--- src/rtl/ibex_pkg.sv ---
// ibex_pkg: shared types for the instruction/data memory arbiter
package ibex_pkg;
  typedef enum logic {
    MEM_OWNER_INSTR = 1'b0,
    MEM_OWNER_DATA  = 1'b1
  } mem_owner_e;
endpackage

--- src/rtl/ibex_mem_owner_fifo.sv ---
// ibex_mem_owner_fifo: in-order record of which requester owns each outstanding bus transaction
module ibex_mem_owner_fifo
  import ibex_pkg::*;
#(
  parameter int unsigned Depth = 4,
  localparam int unsigned CW   = $clog2(Depth + 1)
) (
  input  logic          clk_i,
  input  logic          rst_ni,
  input  logic          push,
  input  mem_owner_e    wdata,
  input  logic          pop,
  output mem_owner_e    head,
  output logic [CW-1:0] count,
  output logic          full,
  output logic          empty
);
  localparam int unsigned PW = $clog2(Depth);
  localparam logic [PW-1:0] Last = PW'(Depth - 1);
  mem_owner_e mem_q [Depth];
  logic [PW-1:0] wr_ptr_q, rd_ptr_q;
  logic do_push, do_pop;
  assign full    = count == CW'(Depth);
  assign empty   = count == '0;
  assign do_push = push & ~full;
  assign do_pop  = pop & ~empty;
  assign head    = mem_q[rd_ptr_q];
  always_ff @(posedge clk_i or negedge rst_ni) begin
    if (!rst_ni) begin
      wr_ptr_q <= '0;
      rd_ptr_q <= '0;
      count    <= '0;
    end else begin
      if (do_push) wr_ptr_q <= wr_ptr_q == Last ? '0 : wr_ptr_q + 1'b1;
      if (do_pop) rd_ptr_q <= rd_ptr_q == Last ? '0 : rd_ptr_q + 1'b1;
      count <= count + CW'(do_push) - CW'(do_pop);
    end
  end
  always_ff @(posedge clk_i) begin
    if (do_push) mem_q[wr_ptr_q] <= wdata;
  end
endmodule

--- src/rtl/ibex_mem_arbiter.sv ---
// ibex_mem_arbiter: shares one memory port between instruction fetch and LSU with starvation guard
module ibex_mem_arbiter
  import ibex_pkg::*;
#(
  parameter int unsigned MaxOutstanding = 4,
  parameter int unsigned StarveLimit    = 7
) (
  input  logic        clk_i,
  input  logic        rst_ni,
  input  logic        instr_req_i,
  input  logic [31:0] instr_addr_i,
  output logic        instr_gnt_o,
  output logic        instr_rvalid_o,
  output logic        instr_err_o,
  output logic [31:0] instr_rdata_o,
  input  logic        data_req_i,
  input  logic        data_we_i,
  input  logic [3:0]  data_be_i,
  input  logic [31:0] data_addr_i,
  input  logic [31:0] data_wdata_i,
  output logic        data_gnt_o,
  output logic        data_rvalid_o,
  output logic        data_err_o,
  output logic [31:0] data_rdata_o,
  output logic        mem_req_o,
  output logic        mem_we_o,
  output logic [3:0]  mem_be_o,
  output logic [31:0] mem_addr_o,
  output logic [31:0] mem_wdata_o,
  input  logic        mem_gnt_i,
  input  logic        mem_rvalid_i,
  input  logic        mem_err_i,
  input  logic [31:0] mem_rdata_i,
  output logic        busy_o
);
  localparam int unsigned SW = $clog2(StarveLimit + 1);
  localparam int unsigned CW = $clog2(MaxOutstanding + 1);
  localparam logic [SW-1:0] StarveMax = SW'(StarveLimit);
  mem_owner_e owner, lock_owner_q, head;
  logic lock_q, owner_req, is_data, gnt, pop, full, empty;
  logic [SW-1:0] starve_cnt_q;
  logic [CW-1:0] count;
  assign owner = lock_q ? lock_owner_q :
                 (instr_req_i && (!data_req_i || starve_cnt_q == StarveMax)) ? MEM_OWNER_INSTR : MEM_OWNER_DATA;
  assign is_data     = owner == MEM_OWNER_DATA;
  assign owner_req   = is_data ? data_req_i : instr_req_i;
  assign mem_req_o   = rst_ni & owner_req & ~full;
  assign gnt         = mem_req_o & mem_gnt_i;
  assign instr_gnt_o = gnt & ~is_data;
  assign data_gnt_o  = gnt & is_data;
  assign mem_we_o    = is_data & data_we_i;
  assign mem_be_o    = is_data ? data_be_i : 4'hF;
  assign mem_addr_o  = is_data ? data_addr_i : instr_addr_i;
  assign mem_wdata_o = is_data ? data_wdata_i : '0;
  assign pop            = mem_rvalid_i & ~empty;
  assign instr_rvalid_o = pop & (head == MEM_OWNER_INSTR);
  assign data_rvalid_o  = pop & (head == MEM_OWNER_DATA);
  assign instr_err_o    = instr_rvalid_o & mem_err_i;
  assign data_err_o     = data_rvalid_o & mem_err_i;
  assign instr_rdata_o  = mem_rdata_i;
  assign data_rdata_o   = mem_rdata_i;
  assign busy_o         = (count != '0) | mem_req_o;
  ibex_mem_owner_fifo #(.Depth(MaxOutstanding)) u_owner_fifo (
    .clk_i (clk_i),
    .rst_ni(rst_ni),
    .push  (gnt),
    .wdata (owner),
    .pop   (mem_rvalid_i),
    .head  (head),
    .count (count),
    .full  (full),
    .empty (empty)
  );
  always_ff @(posedge clk_i or negedge rst_ni) begin
    if (!rst_ni) begin
      lock_q       <= 1'b0;
      lock_owner_q <= MEM_OWNER_INSTR;
      starve_cnt_q <= '0;
    end else begin
      lock_q       <= mem_req_o & ~mem_gnt_i;
      lock_owner_q <= owner;
      starve_cnt_q <= (!instr_req_i || instr_gnt_o) ? '0 :
                      starve_cnt_q == StarveMax ? starve_cnt_q : starve_cnt_q + 1'b1;
    end
  end
  assert property (@(posedge clk_i) disable iff (!rst_ni) mem_rvalid_i |-> !empty)
    else $warning("mem_rvalid_i with no outstanding request");
  assert property (@(posedge clk_i) disable iff (!rst_ni) lock_q |-> owner_req)
    else $warning("request dropped before grant");
endmodule

--- config.mk ---
export PLATFORM = sky130hd
export DESIGN_NAME = ibex_mem_arbiter
export DESIGN_NICKNAME = d
export VERILOG_FILES = /design/src/rtl/ibex_pkg.sv /design/src/rtl/ibex_mem_owner_fifo.sv /design/src/rtl/ibex_mem_arbiter.sv
export SDC_FILE = /design/constraint.sdc
export NUM_CORES = 1
export LEC_CHECK = 0
export BUFFER_PORTS_ARGS = -buffer_cell sky130_fd_sc_hd__buf_2
export CAP_MARGIN = 40
export CORE_AREA = 2 2 107 109
export DETAILED_ROUTE_END_ITERATION = 8
export DIE_AREA = 0 0 109 111
export HOLD_SLACK_MARGIN = 0.02
export PLACE_DENSITY_LB_ADDON = 0.05
export SLEW_MARGIN = 15
export SYNTH_ARGS = -nofsm -noshare
export SYNTH_HDL_FRONTEND = slang
export SYNTH_SLANG_ARGS = --single-unit
--- constraint.sdc ---
create_clock -name clk_i -period 1.9 [get_ports clk_i]
set_input_delay 0.19 -clock clk_i [delete_from_list [all_inputs] [get_ports clk_i]]
set_output_delay 0.19 -clock clk_i [all_outputs]
set_load 0.03 [all_outputs]
# ---- Word-level counts from Yosys, hierarchy flattened
# Memories as Yosys holds them, arrays and structs flattened.
# Index checks and enable logic that the tools add are counted.
dict set report totals {
  regBits 12
  ram_bits 4
  input_bits 140
  output_inout_bits 141
  n_memories 1
}
dict set report op_classes {
  addsub 5
  n_eq_ne 5
  muxes 12
  n_bitwise 19
  reduce_logical 7
}
# memory depth word_bits read_ports rd_clocked_by_memory_dff write_ports line_no
set mem_list {}
lappend mem_list {u_owner_fifo.mem_q 4 1 1 0 1 ibex_mem_owner_fifo.sv:20} ;# mem_owner_e mem_q [Depth];
# operator count
set op_table {}
lappend op_table {{2-to-1 mux 32 bit} 2}
lappend op_table {{AND 1 bit} 13}
lappend op_table {{== test 3 bit, second input constant} 2}
lappend op_table {{2-to-1 mux 3 bit} 2}
lappend op_table {{2-to-1 mux 1 bit} 5}
lappend op_table {{NOT 1 bit} 5}
lappend op_table {{adder 2 x 1 -> 2 bit, second input constant} 2}
lappend op_table {{== test 2 bit, second input constant} 2}
lappend op_table {{2-to-1 mux 2 bit} 2}
lappend op_table {{2-to-1 mux 4 bit} 1}
lappend op_table {{adder 3 x 1 -> 3 bit} 1}
lappend op_table {{adder 3 x 1 -> 3 bit, second input constant} 1}
lappend op_table {{logical NOT 3 bit} 1}
lappend op_table {{nonzero test 3 bit} 1}
lappend op_table {{subtractor 3 x 1 -> 3 bit} 1}
lappend op_table {{logical NOT 1 bit} 2}
lappend op_table {{logical OR 1 bit} 2}
lappend op_table {{inequality test 2 bit, second input constant} 1}
lappend op_table {{logical AND 1 bit} 1}
lappend op_table {{bitwise OR 1 bit} 1}

# ---- Longest topological paths before layout
dict set report logic_depth {
  word_depth 12
  depth_mapped 9
  depth_no_buf 9
}

# ---- Hierarchy
# Synthesis repeated with hierarchy kept, for this count alone.
dict set report hier_totals {
  hier_cells 222
  area_unflattened_um2 2194.6
}
# mod n_inst cells_per_inst area_each_um2
set by_module_without_submodules {}
lappend by_module_without_submodules {ibex_mem_arbiter 1 178 1594.0}
lappend by_module_without_submodules {ibex_mem_owner_fifo 1 44 600.6}

# ---- Worst setup path after synthesis
# Ideal clock, no wire load.
dict set report synth_path {
  kind {register -> register}
  startpoint {reg lock_q}
  endpoint {reg u_owner_fifo.count[2]}
  setup_ns 0.080
  t_arrival_ns 2.182
  setup_slack_ns -0.362
  stages_incl_launch_ff 9
  n_path_buf 0
  period_less_slack_ns 2.262
  cell_sequence {dfrtp_1 -> a21bo_2 -> a2111oi_4 -> nand2_2 -> clkinv_2 -> ha_1 -> fa_1 -> xor2_1 -> xnor2_1}
}
dict set report synth_via {
  elab_chain_cells 8
}
# element line_no
set synth_rtl {}
lappend synth_rtl {{start: declaration} ibex_mem_arbiter.sv:40} ;# logic lock_q, owner_req, is_data, gnt, pop, full, empty;
lappend synth_rtl {{start signal: assignment} ibex_mem_arbiter.sv:80} ;# lock_q <= mem_req_o & ~mem_gnt_i;
lappend synth_rtl {{2-to-1 mux 1 bit} ibex_mem_arbiter.sv:43} ;# assign owner = lock_q ? lock_owner_q :
lappend synth_rtl {{2-to-1 mux 1 bit} ibex_mem_arbiter.sv:46} ;# assign owner_req = is_data ? data_req_i : instr_req_i;
lappend synth_rtl {{AND 1 bit (2 in a row)} ibex_mem_arbiter.sv:47} ;# assign mem_req_o = rst_ni & owner_req & ~full;
lappend synth_rtl {{via mem_req_o} ibex_mem_arbiter.sv:25} ;# output logic mem_req_o,
lappend synth_rtl {{AND 1 bit} ibex_mem_arbiter.sv:48} ;# assign gnt = mem_req_o & mem_gnt_i;
lappend synth_rtl {{AND 1 bit} ibex_mem_owner_fifo.sv:25} ;# assign do_push = push & ~full;
lappend synth_rtl {{via u_owner_fifo.do_push} ibex_mem_owner_fifo.sv:22} ;# logic do_push, do_pop;
lappend synth_rtl {{adder 3 x 1 -> 3 bit} ibex_mem_owner_fifo.sv:36} ;# count <= count + CW'(do_push) - CW'(do_pop);
lappend synth_rtl {{subtractor 3 x 1 -> 3 bit} ibex_mem_owner_fifo.sv:36}
lappend synth_rtl {{end signal: assignment} ibex_mem_owner_fifo.sv:36}
lappend synth_rtl {{end: declaration} ibex_mem_owner_fifo.sv:14} ;# output logic [CW-1:0] count,
# The timed path passes the listed nets, and every way through them passes these cells.
# A chain may end at the register's enable or synchronous reset.

# ---- Worst setup path after layout
dict set report layout_path {
  startpoint {reg starve_cnt_q[0]}
  endpoint {out mem_addr_o[10]}
}
dict set report layout_via {
  elab_chain_cells 6
}
# element line_no
set layout_rtl {}
lappend layout_rtl {{start: declaration} ibex_mem_arbiter.sv:41} ;# logic [SW-1:0] starve_cnt_q;
lappend layout_rtl {{start signal: assignment} ibex_mem_arbiter.sv:82} ;# starve_cnt_q <= (!instr_req_i || instr_gnt_o) ? '0 :
lappend layout_rtl {{== test 3 bit} ibex_mem_arbiter.sv:44} ;# (instr_req_i && (!data_req_i || starve_cnt_q == StarveMax)) ? MEM_OWNER_INSTR : MEM_OWNER_DATA;
lappend layout_rtl {{logical OR 1 bit} ibex_mem_arbiter.sv:44}
lappend layout_rtl {{logical AND 1 bit} ibex_mem_arbiter.sv:44}
lappend layout_rtl {{2-to-1 mux 1 bit} ibex_mem_arbiter.sv:44}
lappend layout_rtl {{2-to-1 mux 1 bit} ibex_mem_arbiter.sv:43}
lappend layout_rtl {{2-to-1 mux 32 bit} ibex_mem_arbiter.sv:53} ;# assign mem_addr_o = is_data ? data_addr_i : instr_addr_i;
lappend layout_rtl {{end: declaration} ibex_mem_arbiter.sv:28} ;# output logic [31:0] mem_addr_o,
# Every way passes these cells.

==> impl_metrics.json <==
{
  "start_util_pct": 18.2,
  "cts_root_buffer": "clkbuf_16",
  "hold_path_class": "in2reg",
  "grt_use_total_pct": 12.8,
  "clock_latency_ps": 240,
  "dpl.hpwl_mm": 6.19,
  "status": "finished with violations",
  "tns_ps": -16900,
  "syn_avg_cell_area_um2": 9.14,
  "skew_ps": 1.38,
  "ios": 281,
  "fp.dieH_um": 111,
  "cp.arrival_ps": 2020,
  "holdWs_ps": 188,
  "cp-end-kind": "output pin",
  "yosysTopAreaCellShare_pct": 23.9,
  "htreeDepth": 1,
  "synthCells": 220,
  "synth_cell_types": 31,
  "antenna_found_initial": 0,
  "path_class": "reg2out",
  "drt-initial-drc-count": 49,
  "numCtsBuffers": 3,
  "grt_setup_unrepaired": "true",
  "ant_nets": 0,
  "vias_per_cell": 3.88,
  "fp.dieW_um": 109,
  "synth_flop_cell": "dfrtp_1",
  "route.vias.total": 1992,
  "grt_start_max_net_pins": 13,
  "setup_viol": 73,
  "ys_seq_area_share_pct": 20.9,
  "synth_edf_count": 4,
  "syn_to_final_growth_pct": 88.9,
  "post-route-period-util_pct": 116,
  "yosysTopAreaCell": "buf_4",
  "die_area_mm2": 0.0121,
  "cts_tree": "done",
  "grt_pass1_wl_mm": 11.5,
  "drt-pass1-iter-count": 3,
  "start_kind": "register",
  "synthArstFlopShare_pct": 75.0,
  "gr-total-overflow": 0,
  "gp_congestion": 0.708,
  "path_max_fanout": 4,
  "drt-wirelength-per-cell_um": 16.1,
  "core_region_area_mm2": 0.0111,
  "nNetsFinal": 521,
  "io_buffers": 184,
  "yosys_warnings": 0,
  "report.final.hold_viol_count": 0,
  "max_freq_ghz": 0.453,
  "clk_path_buf_depth": 2,
  "mostFrequentLayoutCell": "buf_2",
  "layout_common_cells": "buf_2 (113), buf_6 (78), and2_4 (27)",
  "first_global_vias": 2107,
  "dpl_cell_area_mm2": 0.00281,
  "final_area_mm2": 0.00380,
  "ir_drop_mv": 0.273,
  "synth_area_mm2": 0.00201,
  "final_util_pct": 34.3,
  "rows": 39,
  "p_leak_nw": 1.94,
  "cts.sinks": 16,
  "drcViolationCount": 0,
  "fin_ws_ps": -306,
  "layout-drive-gt1-share_pct": 83.8,
  "routed_wl_mm": 8.27,
  "tightest_slew_ps": 453,
  "violations": "negative setup slack",
  "required_ps": 1710,
  "n_antenna_cell": 0,
  "ys_top_cells_by_area": "buf_4 (24%), mux2_2 (19%), dfrtp_1 (15%)",
  "slew_viol_final": 0,
  "fin_crit_ps": 2210,
  "postSynthNetCount": 370,
  "powerDensity_mw_per_mm2": 757,
  "ys_ff_latch": 16,
  "cap_viol_max_count": 0,
  "reg2reg_slack_ps": -190,
  "path_clk_slew_ps": 50,
  "maxSlewHeadroom_pct": 69.7
}
## final timing paths
kind                       depth (start not counted)                            startpoint                                    to
setup / recovery                                   8           starve_cnt_q[0]$_DFFE_PN0P_                        mem_addr_o[10]
hold / removal                                     2                             mem_gnt_i                      lock_q$_DFF_PN0_
setup reg to reg                                   9                lock_owner_q$_DFF_PN0_       u_owner_fifo.count[2]$_DFF_PN0_
hold reg to reg                                    2  u_owner_fifo.rd_ptr_q[1]$_DFFE_PN0P_  u_owner_fifo.rd_ptr_q[1]$_DFFE_PN0P_
max in group asynchronous                          3                                rst_ni           starve_cnt_q[0]$_DFFE_PN0P_
min in group asynchronous                          3                                rst_ni  u_owner_fifo.rd_ptr_q[1]$_DFFE_PN0P_
## critical path: stages (launching register included)
cell and delay, ps:
dfrtp_1 400, ha_2 210, ha_4 160, o21ai_2 160, mux2i_4 100, buf_6 150
clkbuf_16 150, mux2_4 300, buf_6 140
## repair_timing
item | 4_1_cts | 5_1_grt
endpoints found under the setup margin | 73 | 75
hold buffers | 1 | 0
pin swaps | 32 | 0
cloned | 5 | 1
buffers inserted | 5 | 4
gates resized for setup | 203 | 19
endpoints found under the hold margin | 12 | 0
## sequential cells by signal, summed over array words and instances, names as in the netlist
name	flops
u_owner_fifo.mem_q	4
starve_cnt_q	3
u_owner_fifo.count	3
u_owner_fifo.rd_ptr_q	2
u_owner_fifo.wr_ptr_q	2
lock_owner_q	1
lock_q	1
## power by group
group | switching (mW) | leakage [nW] | total [mW] | internal, mW
logic | 0.932 | 1.72 | 1.92 | 0.988
registers | 0.0878 | 0.181 | 0.543 | 0.456
clock network | 0.133 | 0.0385 | 0.412 | 0.279
## synth_stat cells (all sizes together), types with 2 or more instances
cell type  instances
nand2              8
dfrtp             12
ha                 9
nor2               5
nor3               2
and2              34
clkbuf             4
nand2b             6
edfxtp             4
and3               5
xnor2              2
inv               10
a21oi              3
nor3b              2
buf               67
mux2              36
## cell type report
type,count,area (um2)
clock buffer,3,75.1
clock inverter,1,3.75
fill,1182,7280
inverter,11,53.8
multi-input combinational,122,1290
sequential,16,420
tap,143,179
timing repair buffer,217,1780
## routing by layer
metal	track usage (%)	part of all wire, %	vias to the layer above
li1	-	-	954
met1	14.4	36	901
met2	23.7	53	127
met3	3.17	9.9	10
met4	2.99	0.98	0
met5	0	0	-
## cell families after synthesis
group | count (synthesis) | share of synthesized area, %
buffers and inverters | 82 | 27.5
xor gates and xnor gates | 3 | 1.31
and+or+nand+nor | 63 | 18.1
AOI/OAI and AO/OA | 8 | 3.61
adders and majority gates | 10 | 6.60
muxes | 38 | 22.0
DFF | 16 | 20.9
## stage by stage
step	setup WS (ps)	total power [mW]	cells
2_1_floorplan	-302	1.71	220
3_3_place_gp	-183	1.99	495
3_5_place_dp	-199	1.98	495
4_1_cts	-284	2.85	508
5_1_grt	-393	3.09	513
6_report	-306	2.88	513
(Power assumes the default switching activity.)
